<file path="src/rtl/ir_scan_seq_if.sv">
`default_nettype none
// ============================================================================
// Module   : ir_scan_seq_if
// Purpose  : A2D converter handshake bundle (strt_cnv/chnnl/cnv_cmplt/res).
// Revision : 1.0 - initial release
// ============================================================================
interface ir_scan_seq_if #(
  parameter int CH_W  = 3,
  parameter int RES_W = 12
);
  logic             strt_cnv;
  logic [CH_W-1:0]  chnnl;
  logic             cnv_cmplt;
  logic [RES_W-1:0] res;

  modport master (output strt_cnv, output chnnl, input cnv_cmplt, input res);
  modport slave  (input strt_cnv, input chnnl, output cnv_cmplt, output res);
endinterface
`default_nettype wire

</file>
<file path="src/rtl/ir_scan_seq.sv">
`default_nettype none
// ============================================================================
// Module   : ir_scan_seq
// Purpose  : IR sensor scan sequencer; converts NUM_CH channels per round via
//            the A2D handshake, stores results and tracks the maximum reading.
//            Optional macro IR_OVERSAMPLE_EN: two conversions per channel,
//            averaged.
// Revision : 1.0 - initial release
// ============================================================================
module ir_scan_seq #(
  parameter int               NUM_CH     = 8,
  parameter int               RES_W      = 12,
  parameter int               PERIOD_W   = 18,
  parameter int               SETTLE_W   = 12,
  parameter logic [RES_W-1:0] LINE_THRES = 'h040,
  localparam int              CH_W       = $clog2(NUM_CH)
) (
  input  wire logic                    clk,
  input  wire logic                    rst_n,
  input  wire logic                    i_en,
  ir_scan_seq_if.master                a2d,
  output logic                         o_IR_en,
  output logic                         o_IR_vld,
  output logic                         o_line_present,
  output logic [NUM_CH*RES_W-1:0]      o_IR_vals,
  output logic [RES_W-1:0]             o_IR_max,
  output logic [CH_W-1:0]              o_max_ch
);

  typedef enum logic [2:0] {
    S_IDLE     = 3'd0,
    S_WAIT_TMR = 3'd1,
    S_SETTLE   = 3'd2,
    S_START    = 3'd3,
    S_WAIT_CNV = 3'd4,
    S_DONE     = 3'd5
  } state_t;

  state_t                        r_state;
  state_t                        w_state_nxt;
  logic [PERIOD_W-1:0]           r_tmr;
  logic [CH_W-1:0]               r_chnnl;
  logic [NUM_CH-1:0][RES_W-1:0]  r_ir_vals;
  logic [RES_W-1:0]              r_ir_max;
  logic [CH_W-1:0]               r_max_ch;
  logic                          r_line_present;

  logic             w_strt;
  logic             w_ir_en;
  logic             w_ir_vld;
  logic             w_tmr_full;
  logic             w_settled;
  logic             w_last_ch;
  logic             w_cnv_accept;
  logic             w_sample_done;
  logic             w_store;
  logic             w_tmr_clr;
  logic             w_round_start;
  logic [RES_W-1:0] w_val;

  assign w_tmr_full   = &r_tmr;
  assign w_settled    = &r_tmr[SETTLE_W-1:0];
  assign w_last_ch    = (r_chnnl == CH_W'(NUM_CH - 1));
  assign w_cnv_accept = (r_state == S_WAIT_CNV) && a2d.cnv_cmplt;
  assign w_store      = w_cnv_accept && w_sample_done;

`ifdef IR_OVERSAMPLE_EN
  // First sample of each pair is parked in r_s0; the sum keeps one extra bit.
  logic             r_phase;
  logic [RES_W-1:0] r_s0;
  logic [RES_W:0]   w_sum;

  assign w_sum         = {1'b0, r_s0} + {1'b0, a2d.res};
  assign w_val         = w_sum[RES_W:1];
  assign w_sample_done = r_phase;

  always_ff @(posedge clk or negedge rst_n) begin
    if (!rst_n) begin
      r_phase <= 1'b0;
      r_s0    <= '0;
    end else if (r_state == S_SETTLE) begin
      r_phase <= 1'b0;
    end else if (w_cnv_accept) begin
      r_phase <= ~r_phase;
      if (!r_phase) r_s0 <= a2d.res;
    end
  end
`else
  assign w_val         = a2d.res;
  assign w_sample_done = 1'b1;
`endif

  always_ff @(posedge clk or negedge rst_n) begin
    if (!rst_n) r_state <= S_IDLE;
    else        r_state <= w_state_nxt;
  end

  always_comb begin
    w_state_nxt = r_state;
    w_strt      = 1'b0;
    w_ir_en     = 1'b0;
    w_ir_vld    = 1'b0;
    case (r_state)
      S_IDLE: begin
        if (i_en) w_state_nxt = S_WAIT_TMR;
      end
      S_WAIT_TMR: begin
        if (!i_en)          w_state_nxt = S_IDLE;
        else if (w_tmr_full) w_state_nxt = S_SETTLE;
      end
      S_SETTLE: begin
        w_ir_en = 1'b1;
        if (!i_en)          w_state_nxt = S_IDLE;
        else if (w_settled) w_state_nxt = S_START;
      end
      S_START: begin
        w_ir_en     = 1'b1;
        w_strt      = 1'b1;
        w_state_nxt = S_WAIT_CNV;
      end
      S_WAIT_CNV: begin
        w_ir_en = 1'b1;
        // An abort only takes effect once the channel's value is stored.
        if (a2d.cnv_cmplt) begin
          if (!w_sample_done) w_state_nxt = S_START;
          else if (!i_en)     w_state_nxt = S_IDLE;
          else if (w_last_ch) w_state_nxt = S_DONE;
          else                w_state_nxt = S_START;
        end
      end
      S_DONE: begin
        w_ir_vld    = 1'b1;
        w_state_nxt = i_en ? S_WAIT_TMR : S_IDLE;
      end
      default: w_state_nxt = S_IDLE;
    endcase
  end

  assign w_tmr_clr     = (w_state_nxt != r_state) &&
                         ((w_state_nxt == S_WAIT_TMR) || (w_state_nxt == S_SETTLE));
  assign w_round_start = (r_state == S_WAIT_TMR) && (w_state_nxt == S_SETTLE);

  always_ff @(posedge clk or negedge rst_n) begin
    if (!rst_n) begin
      r_tmr          <= '0;
      r_chnnl        <= '0;
      r_ir_vals      <= '0;
      r_ir_max       <= '0;
      r_max_ch       <= '0;
      r_line_present <= 1'b0;
    end else begin
      if (w_tmr_clr) r_tmr <= '0;
      else           r_tmr <= r_tmr + 1'b1;

      if ((r_state == S_SETTLE) && (w_state_nxt == S_START))
        r_chnnl <= '0;
      else if (w_store)
        r_chnnl <= (w_last_ch || !i_en) ? '0 : r_chnnl + 1'b1;

      if (w_store) r_ir_vals[r_chnnl] <= w_val;

      // Strict compare: on a tie the earlier (lower) channel keeps the max.
      if (w_round_start) begin
        r_ir_max <= '0;
        r_max_ch <= '0;
      end else if (w_store && (w_val > r_ir_max)) begin
        r_ir_max <= w_val;
        r_max_ch <= r_chnnl;
      end

      if (r_state == S_DONE) r_line_present <= (r_ir_max > LINE_THRES);
    end
  end

  assign a2d.strt_cnv   = w_strt;
  assign a2d.chnnl      = r_chnnl;
  assign o_IR_en        = w_ir_en;
  assign o_IR_vld       = w_ir_vld;
  assign o_line_present = r_line_present;
  assign o_IR_vals      = r_ir_vals;
  assign o_IR_max       = r_ir_max;
  assign o_max_ch       = r_max_ch;

endmodule
`default_nettype wire

</file>
<file path="src/flat_wrapper.sv">
// flat-port wrapper written by rule: the top's interface ports become plain ports
module ir_scan_seq_flat 
#(
  parameter int               NUM_CH     = 8,
  parameter int               RES_W      = 12,
  parameter int               PERIOD_W   = 18,
  parameter int               SETTLE_W   = 12,
  parameter logic [RES_W-1:0] LINE_THRES = 'h040,
  localparam int              CH_W       = $clog2(NUM_CH)
)
  (clk, rst_n, i_en, o_IR_en, o_IR_vld, o_line_present, o_IR_vals, o_IR_max, o_max_ch, a2d_strt_cnv, a2d_chnnl, a2d_cnv_cmplt, a2d_res);
  ir_scan_seq_if #(.CH_W(3), .RES_W(RES_W)) a2d_i ();
  input  wire logic clk;
  input  wire logic rst_n;
  input  wire logic i_en;
  output logic o_IR_en;
  output logic o_IR_vld;
  output logic o_line_present;
  output logic [NUM_CH*RES_W-1:0] o_IR_vals;
  output logic [RES_W-1:0] o_IR_max;
  output logic [CH_W-1:0] o_max_ch;
  output wire logic [$bits(a2d_i.strt_cnv)-1:0] a2d_strt_cnv;
  output wire logic [$bits(a2d_i.chnnl)-1:0] a2d_chnnl;
  input wire logic [$bits(a2d_i.cnv_cmplt)-1:0] a2d_cnv_cmplt;
  input wire logic [$bits(a2d_i.res)-1:0] a2d_res;
  assign a2d_strt_cnv = a2d_i.strt_cnv;
  assign a2d_chnnl = a2d_i.chnnl;
  assign a2d_i.cnv_cmplt = a2d_cnv_cmplt;
  assign a2d_i.res = a2d_res;
  ir_scan_seq #(.NUM_CH(NUM_CH), .RES_W(RES_W), .PERIOD_W(PERIOD_W), .SETTLE_W(SETTLE_W), .LINE_THRES(LINE_THRES)) u_core (.clk(clk), .rst_n(rst_n), .i_en(i_en), .a2d(a2d_i), .o_IR_en(o_IR_en), .o_IR_vld(o_IR_vld), .o_line_present(o_line_present), .o_IR_vals(o_IR_vals), .o_IR_max(o_IR_max), .o_max_ch(o_max_ch));
endmodule
</file>
<file path="config.mk">
export PLATFORM = sky130hd
export DESIGN_NAME = ir_scan_seq_flat
export DESIGN_NICKNAME = d
export VERILOG_FILES = /design/src/rtl/ir_scan_seq_if.sv /design/src/rtl/ir_scan_seq.sv /design/src/flat_wrapper.sv
export SDC_FILE = /design/constraint.sdc
export NUM_CORES = 1
export LEC_CHECK = 0
export ABC_AREA = 1
export CAP_MARGIN = 0
export CELL_PAD_IN_SITES_DETAIL_PLACEMENT = 2
export CELL_PAD_IN_SITES_GLOBAL_PLACEMENT = 2
export CORE_UTILIZATION = 33
export DETAILED_ROUTE_END_ITERATION = 10
export GPL_TIMING_DRIVEN = 0
export PLACE_DENSITY = 0.93
export SYNTH_ARGS = -nofsm -noshare
export SYNTH_HDL_FRONTEND = slang
export SYNTH_SLANG_ARGS = --single-unit
</file>
<file path="constraint.sdc">
create_clock -name clk -period 3.3 [get_ports clk]
set_input_delay 0.66 -clock clk [delete_from_list [all_inputs] [get_ports clk]]
set_output_delay 0.66 -clock clk [all_outputs]
set_load 0.01 [all_outputs]
</file>
==> Yosys cells after proc, flatten, opt, wreduce, memory -nomap -nowiden <==
Index checks and enable logic that the tools add are counted.
Widths: inputs -> output; s select.
{ "word_totals": {"reg_bits": 136, "inputBits": 16, "out_inout_bits": 118, "elab_cells": 69} }
{ "classes": {"addsub": 2, "order_cmp": 4, "n_eq_ne": 10, "muxes": 24, "n_reduce_logical": 15} }
{ "ops": {"columns": ["cell", "n"], "rows": [
  ["$bwmux 96", 1],
  ["$mux 3", 13],
  ["$demux 12 s3", 1],
  ["$mux 12", 3],
  ["$add 18x1->18 const B", 1],
  ["$mux 18", 1],
  ["$pmux 3 s6", 1],
  ["$reduce_and 18->1", 1],
  ["$eq 3x2->1 const B", 4],
  ["$gt 12x12->1", 1],
  ["$gt 12x7->1 const B", 1],
  ["$reduce_and 12->1", 1],
  ["$eq 3x3->1 const B", 3],
  ["$eq 3x1->1 const B", 2],
  ["$logic_and 1x1->1", 6],
  ["$lt 3x4->1 const B", 1],
  ["$mux 1", 4],
  ["$reduce_bool 2->1", 2],
  ["$add 3x1->3 const B", 1],
  ["$ge 3x1->1 const B", 1],
  ["$logic_not 3->1", 1],
  ["$ne 3x3->1", 1],
  ["$reduce_or 3->1", 1],
  ["$logic_or 1x1->1", 2],
  ["$logic_not 1->1", 1]
]} }

==> Depth between registers and ports, before layout <==
Gate-level depths: netlist of run 1.
{ "depth": {"word_depth": 9, "ltp_mapped": 14} }

==> Worst setup path before layout of run 1 <==
No wires, ideal clock.
{ "synth_timing": {"path_type": "input port to flip-flop", "start": "input a2d_res[9]", "end": "register u_core.r_ir_max[10], in the netlist u_core.o_IR_max[10]", "arrival_ns": 1.999, "path_slack_ns": 1.169, "path_stages": 8, "path_buffers": 1, "cell_sequence": "ha_1 a21oi_1 nor2_1 a211oi_1 nand2_1 o21bai_2 clkbuf_1 o22ai_1"} }
{ "synth_via": {"elab_chain_len": 3} }
{ "synth_rtl": {"columns": ["element", "line_no", "rtl"], "rows": [
  ["start: declaration", "flat_wrapper.sv:25", "input wire logic [$bits(a2d_i.res)-1:0] a2d_res;"],
  ["$gt 12x12->1", "ir_scan_seq.sv:166", "end else if (w_store && (w_val > r_ir_max)) begin"],
  ["$logic_and 1x1->1", "ir_scan_seq.sv:166", null],
  ["$reduce_bool 2->1 (no source line)", null, null],
  ["end signal: assignment", "ir_scan_seq.sv:167", "r_ir_max <= w_val;"],
  ["end: declaration", "ir_scan_seq.sv:44", "logic [RES_W-1:0] r_ir_max;"]
]} }
No other way between the ends.
A chain may end at the register's enable or synchronous reset.

==> Worst setup path after layout of run 1 <==
{ "layout_timing": {"start": "input a2d_res[9]", "end": "register u_core.r_ir_max[8], in the netlist u_core.o_IR_max[8]"} }
The elaborated chain is that of the path after synthesis.

==> flow_summary.ini, run 1 <==
[run_status]
status = complete, no violations

[setup_path]
critical_path.startpoint = a2d_res[9]
r2r_slack_ns = 0.43
arrival_ns = 3.32
cp_cell_sequence = clkdlybuf4s50_1 > ha_1 > a21oi_1 > nor2_1 > a211oi_1 > nand2_1 > o21bai_2 > clkbuf_1 > o22ai_1
cp-start-kind = input port
r2r-end = u_core.o_IR_max[8]
worstPathMaxFanout = 10
slowest_delay_ns = 0.52
setup.worst_path.end_class = flip-flop
cp.required_ns = 3.60
cpMaxStageDelayCell = clkbuf_1
r2r_cells = 9
r2r_start = u_core.o_IR_max[9]
worstSetupPathType = input port to flip-flop

[die]
start_util = 0.338
dieArea_sq_mm = 0.0183
die_x_um = 135
num_rows = 48
die_h_um = 135
boundaryPins = 134
core_sq_mm = 0.0173

[sta]
drv_slew = 0
final-hold-violation-count = 0
fin_ws_ns = 0.281
period_needed_ns = 3.02
worst_pin_slew_ns = 0.704
skew_ns = 0.0183
fin_crit_sh = 0.915
grt_setup_unrepaired = false
tns_ns = 0
fmax_ghz = 0.331
maxSlewHeadroom = 0.525
setup_viol = 0

[placement]
dp_cells = 946
post-place-ws_ns = 0.135
gp_congestion = 0.818
portBuffers = 133
postPlaceCellArea_sq_mm = 0.00749
hpwl_um = 16300

[clock_tree]
cts_tree = done
cts_resized = 0
cts_root_buf = clkbuf_16
cts_setup_buffers = 0
worstSkewPairLatency_ns = 0.46
cts_num_sinks = 136
h-tree-depth = 4
ctsHoldBuffers = 0
cts_buffers = 17
clockBufferDepth = 2
clkSlewWorstSetupHoldPaths_ns = 0.07

[layout]
n_antenna_cell = 0
final_area_sq_mm = 0.00808
fin_cells = 978
layout.nets = 771
mostFrequentLayoutCells = 136 x dfrtp_1, 132 x clkdlybuf4s50_1, 99 x a21oi_1, 98 x nor2_1, 48 x nand2_1
area_growth_pct = 38.1
final_layout_size_suffix_gt1_frac = 0.129
final_common_cell = dfrtp_1

[drt]
drt_iter0_drc = 274
drt-pass1-iter-count = 4
drc = 0
vias = 5333
wirelength_um = 25900
ant_nets = 0
wl_per_cell_um = 26.5
viasPerCell = 5.45

[job]
max-cap-violations = 0

[grt]
grt_max_degree = 87
overflow = 0
track_usage = 0.299
busiest_layer = met2
grt_pass1_vias = 6181
met2_usage = 0.519
grt_use_met3 = 0.0595
use_met1 = 0.345
grt_pass1_wl_um = 39200
antenna_found_initial = 0

[synthesis]
synthDistinctLibCells = 38
synth_area_sq_mm = 0.00585
ys_seq_area_frac = 0.582
syn-num-nets = 618
synth.avg_cell_area_sq_um = 9.97
ys_seq_elements = 136
synthCells = 587
yosys_warnings = 0

[power]
power_switching_mw = 1.36
pwr-share-seq = 0.419
powerDensity_mw_per_mm2 = 567
clkPwrFrac = 0.435
internal-power_mw = 3.23
p_comb_frac = 0.146
swShare = 0.296
peakVddDrop_v = 0.000438
power_mw = 4.59
total_leakage_power_nw = 3.57

[hold_path]
hold_path_class = input port to asynchronous set/reset pin
## final cells by class
cell class	instances	area, sq um
Fill cell	1789	9210
Sequential cell	136	3400
Multi-Input combinational cell	381	2140
Timing Repair Buffer	134	1360
Clock buffer	18	429
Tap cell	225	282
Inverter	49	189
Clock inverter	14	161
Buffer	21	121
## state kept, by name (all words and copies together), names as in the netlist
signal,count
u_core.r_state,3
u_core.o_IR_vals,96
u_core.o_IR_max,12
u_core.o_line_present,1
u_core.a2d.chnnl,3
u_core.o_max_ch,3
u_core.r_tmr,18
## worst max-delay path by stage
stage,cells past startpoint,slack (ns),to
after floorplan,8,1.17,u_core.o_IR_max[10]
after global placement,1,-3.57,u_core.o_IR_vals[43]
after detailed placement,8,0.13,u_core.o_IR_max[8]
after CTS,9,0.31,u_core.o_IR_max[8]
after global routing,9,0.20,u_core.o_IR_max[1]
final,9,0.28,u_core.o_IR_max[8]
## metrics by stage
| stage | utilization | hold WS [ns] |
|---|---|---|
| after global routing | 0.467 | 0.185 |
| after global placement | 0.432 | 0.444 |
| after detailed placement | 0.433 | 0.480 |
| after floorplan | - | 0.364 |
| final | 0.467 | 0.154 |
| after CTS | 0.467 | 0.179 |
## kinds of logic (layout without fill, tap and decap cells)
group / count (synthesis) / after routing / share of synthesized area
buffers and inverters: 70 / 236 / 0.0530
AO/OA/AOI/OAI: 148 / 148 / 0.140
AND/OR/NAND/NOR: 202 / 202 / 0.169
flip-flops: 136 / 136 / 0.582
adder cells (fa/ha/maj): 15 / 15 / 0.0321
XOR/XNOR: 16 / 16 / 0.0239
## per-layer routing
layer | routed length (um) | up-vias
met3 | 1060 | 67
met4 | 1170 | 0
met1 | 10300 | 2820
li1 | - | 2271
met2 | 13400 | 175
met5 | 0 | -
## power by group through the flow
| stage | Clock (mW) | Combinational [mW] | Sequential (mW) |
|---|---|---|---|
| floorplan | 0 | 0.199 | 1.96 |
| global placement | 0 | 0.585 | 1.93 |
| detailed placement | 0 | 0.641 | 1.94 |
| CTS | 2.00 | 0.675 | 1.92 |
| global route | 2.05 | 0.709 | 1.93 |
| finish | 1.99 | 0.670 | 1.92 |
## critical path, delay by kind of cell
kind / cells / cell delay (ns)
buffers and inverters: 2 / 0.95
adder cells (fa/ha/maj): 1 / 0.36
AND/OR/NAND/NOR: 2 / 0.23
AO/OA/AOI/OAI: 4 / 1.13
## synth_stat cells, drive strengths merged
cell | number | area [sq um]
buf | 19 | 114
o211ai | 1 | 7.51
o22ai | 12 | 75.1
nand4 | 7 | 43.8
nand2 | 57 | 246
xor2 | 10 | 87.6
a2bb2oi | 1 | 8.76
xnor2 | 6 | 52.6
and2 | 1 | 8.76
o21bai | 1 | 11.3
o21ai | 19 | 95.1
nor3 | 4 | 30.0
inv | 37 | 144
clkinv | 12 | 45.0
nor2 | 105 | 417
dfrtp | 136 | 3400
a21oi | 110 | 592
ha | 15 | 188
clkbuf | 2 | 7.51
nor4 | 7 | 134
nand3 | 21 | 110
o31ai | 1 | 7.51
o21a | 1 | 7.51
a211oi | 1 | 7.51
o41ai | 1 | 8.76
No activity file was read; power rests on OpenSTA's default activity.
==> inputs of run 2 (changes only) <==
--- a/config.mk
+++ b/config.mk
@@ -9,10 +9,12 @@
 export CAP_MARGIN = 0
 export CELL_PAD_IN_SITES_DETAIL_PLACEMENT = 2
 export CELL_PAD_IN_SITES_GLOBAL_PLACEMENT = 2
-export CORE_UTILIZATION = 33
+export CORE_MARGIN = 2
+export CORE_UTILIZATION = 34
+export CTS_BUF_LIST = sky130_fd_sc_hd__clkbuf_2 sky130_fd_sc_hd__clkbuf_4 sky130_fd_sc_hd__clkbuf_8
 export DETAILED_ROUTE_END_ITERATION = 10
 export GPL_TIMING_DRIVEN = 0
-export PLACE_DENSITY = 0.93
+export PLACE_DENSITY = 0.95
 export SYNTH_ARGS = -nofsm -noshare
 export SYNTH_HDL_FRONTEND = slang
 export SYNTH_SLANG_ARGS = --single-unit
==> run 2 against run 1 <==
Flip-flop and latch count unchanged. Hold slack worse by 0.0061 ns. Total power down 8.4%. Critical endpoint unchanged.
==> flow_summary.ini, run 2 (synthesis gave the netlist of run 1 again) <==
[layout]
largest_reg_flops = 96
final_common_cell = dfrtp_1
area_growth_pct = 35.6
final_layout_size_suffix_gt1_frac = 0.130
mostFrequentLayoutCells = 136 x dfrtp_1, 132 x clkdlybuf4s50_1, 99 x a21oi_1, 98 x nor2_1, 48 x nand2_1
final_area_sq_mm = 0.00794
fillerInstances = 1706
n_antenna_cell = 0
layout.nets = 771

[grt]
grt_max_degree = 87
grt_pass1_vias = 6077
grt_pass1_wl_um = 38000
track_usage = 0.285
overflow = 0
antenna_found_initial = 1

[placement]
postPlaceCellArea_sq_mm = 0.00749
portBuffers = 133
post-place-ws_ns = 0.0119
gp_congestion = 0.857
hpwl_um = 16300

[power]
power_switching_mw = 1.27
pwr-share-seq = 0.457
swShare = 0.301
powerDensity_mw_per_mm2 = 529
clkPwrFrac = 0.387
internal-power_mw = 2.93
total_leakage_power_nw = 3.50
p_comb_frac = 0.156
peakVddDrop_v = 0.000229

[setup_path]
cp.required_ns = 3.63
worstPathMaxFanout = 10
setup.worst_path.end_class = flip-flop
slowest_delay_ns = 0.50
arrival_ns = 3.14
worstSetupPathType = input port to flip-flop
cp_cell_sequence = clkdlybuf4s50_1 > clkinv_1 > ha_1 > nand3_1 > nand2_1 > o21bai_2 > clkbuf_1 > o22ai_1
cp_top_family = buffers and inverters
cpMaxStageDelayCell = ha_1
worst-path-buf-inv = 3
cp-start-kind = input port

[clock_tree]
cts_setup_buffers = 0
cts_num_sinks = 136
h-tree-depth = 4
cts_buffers = 17
clkSlewWorstSetupHoldPaths_ns = 0.09
cts_tree = done
clockBufferDepth = 2
worstSkewPairLatency_ns = 0.48
ctsHoldBuffers = 0
cts_root_buf = clkbuf_8
cts_resized = 0

[drt]
vias = 5276
drt-pass1-iter-count = 5
ant_nets = 0
viasPerCell = 5.42
wirelength_um = 25000
drc = 0
wl_per_cell_um = 25.7
drt_iter0_drc = 322

[die]
num_rows = 47
start_util = 0.350
core_sq_mm = 0.0167
dieArea_sq_mm = 0.0183
die_x_um = 135
boundaryPins = 134
die_h_um = 135

[sta]
grt_setup_unrepaired = false
worst_pin_slew_ns = 0.689
fmax_ghz = 0.356
fin_ws_ns = 0.488
maxSlewHeadroom = 0.535
final-hold-violation-count = 0
fin_hold_ws_ns = 0.148
period_needed_ns = 2.81
drv_slew = 0
setup_viol = 0
fin_crit_sh = 0.852
skew_ns = 0.0155

[hold_path]
hold_path_class = input port to asynchronous set/reset pin

[job]
max-cap-violations = 0

[run_status]
status = complete, no violations
[run 2: changes by cell type in the layout (fill, tap and decap cells not counted)]
| cell | change |
|---|---|
| bufinv_16 | +2 |
| clkbuf_1 | -1 |
| clkbuf_16 | -17 |
| clkbuf_8 | +17 |
| clkinvlp_4 | +1 |
| inv_6 | -4 |
| inv_8 | +2 |
[run 2: worst reg2reg max path, stage by stage (launching register included)]
cell     delay [ns]
dfrtp_1        0.56
ha_1           0.31
ha_1           0.20
nor2_1         0.34
nand2_2        0.09
and2_4         0.16
a21oi_1        0.28
nor2_2         0.11
nand2_4        0.16
buf_6          0.20
a21oi_2        0.08
[run 2: metal layers]
layer  up-vias  track usage  share of wire
met5         -            0        0.00028
met3        76       0.0647          0.053
met2       212        0.510           0.53
met1      2727        0.320           0.38
met4         2        0.142          0.043
li1       2259            -              -
[run 2: cell type report]
class	count	area, sq um	share of cell area
repair buffers	134	1360	0.171
well taps	220	275	0.0347
clock buffers	17	234	0.0295
flip-flops and latches	136	3400	0.429
inverters	49	189	0.0238
clock inverters	15	216	0.0273
plain buffers	21	121	0.0153
multi-input cells	381	2140	0.269
[run 2: worst paths after layout]
check                                    startpoint              endpoint  slack, ns  depth (start not counted)
worst max-delay path                     a2d_res[0]    u_core.o_IR_max[8]       0.49                          8
worst min-delay path                          rst_n    u_core.o_IR_max[2]       0.15                          1
worst max register to register  u_core.a2d.chnnl[0]      u_core.r_tmr[10]       0.71                         10
worst min register to register      u_core.r_tmr[0]       u_core.r_tmr[0]       0.47                          1
max in group asynchronous                     rst_n  u_core.o_IR_vals[80]       2.33                          2
min in group clk                    u_core.r_tmr[0]       u_core.r_tmr[0]       0.47                          1
[run 2: metrics by stage]
step	cells	util	setup TNS, ns	power (mW)
2_1_floorplan	587	-	0	2.16
3_3_place_gp	940	0.447	-493.45	2.52
3_5_place_dp	941	0.448	0	2.58
4_1_cts	973	0.475	0	4.22
5_1_grt	973	0.475	0	4.34
6_report	973	0.475	0	4.20
[run 2: power groups by stage]
stage                     registers (mW)  clock network (mW)  logic, mW
final                               1.92                1.62      0.656
after global routing                1.93                1.70      0.707
after CTS                           1.92                1.64      0.662
after detailed placement            1.94                   0      0.638
after global placement              1.93                   0      0.586
after floorplan                     1.96                   0      0.199
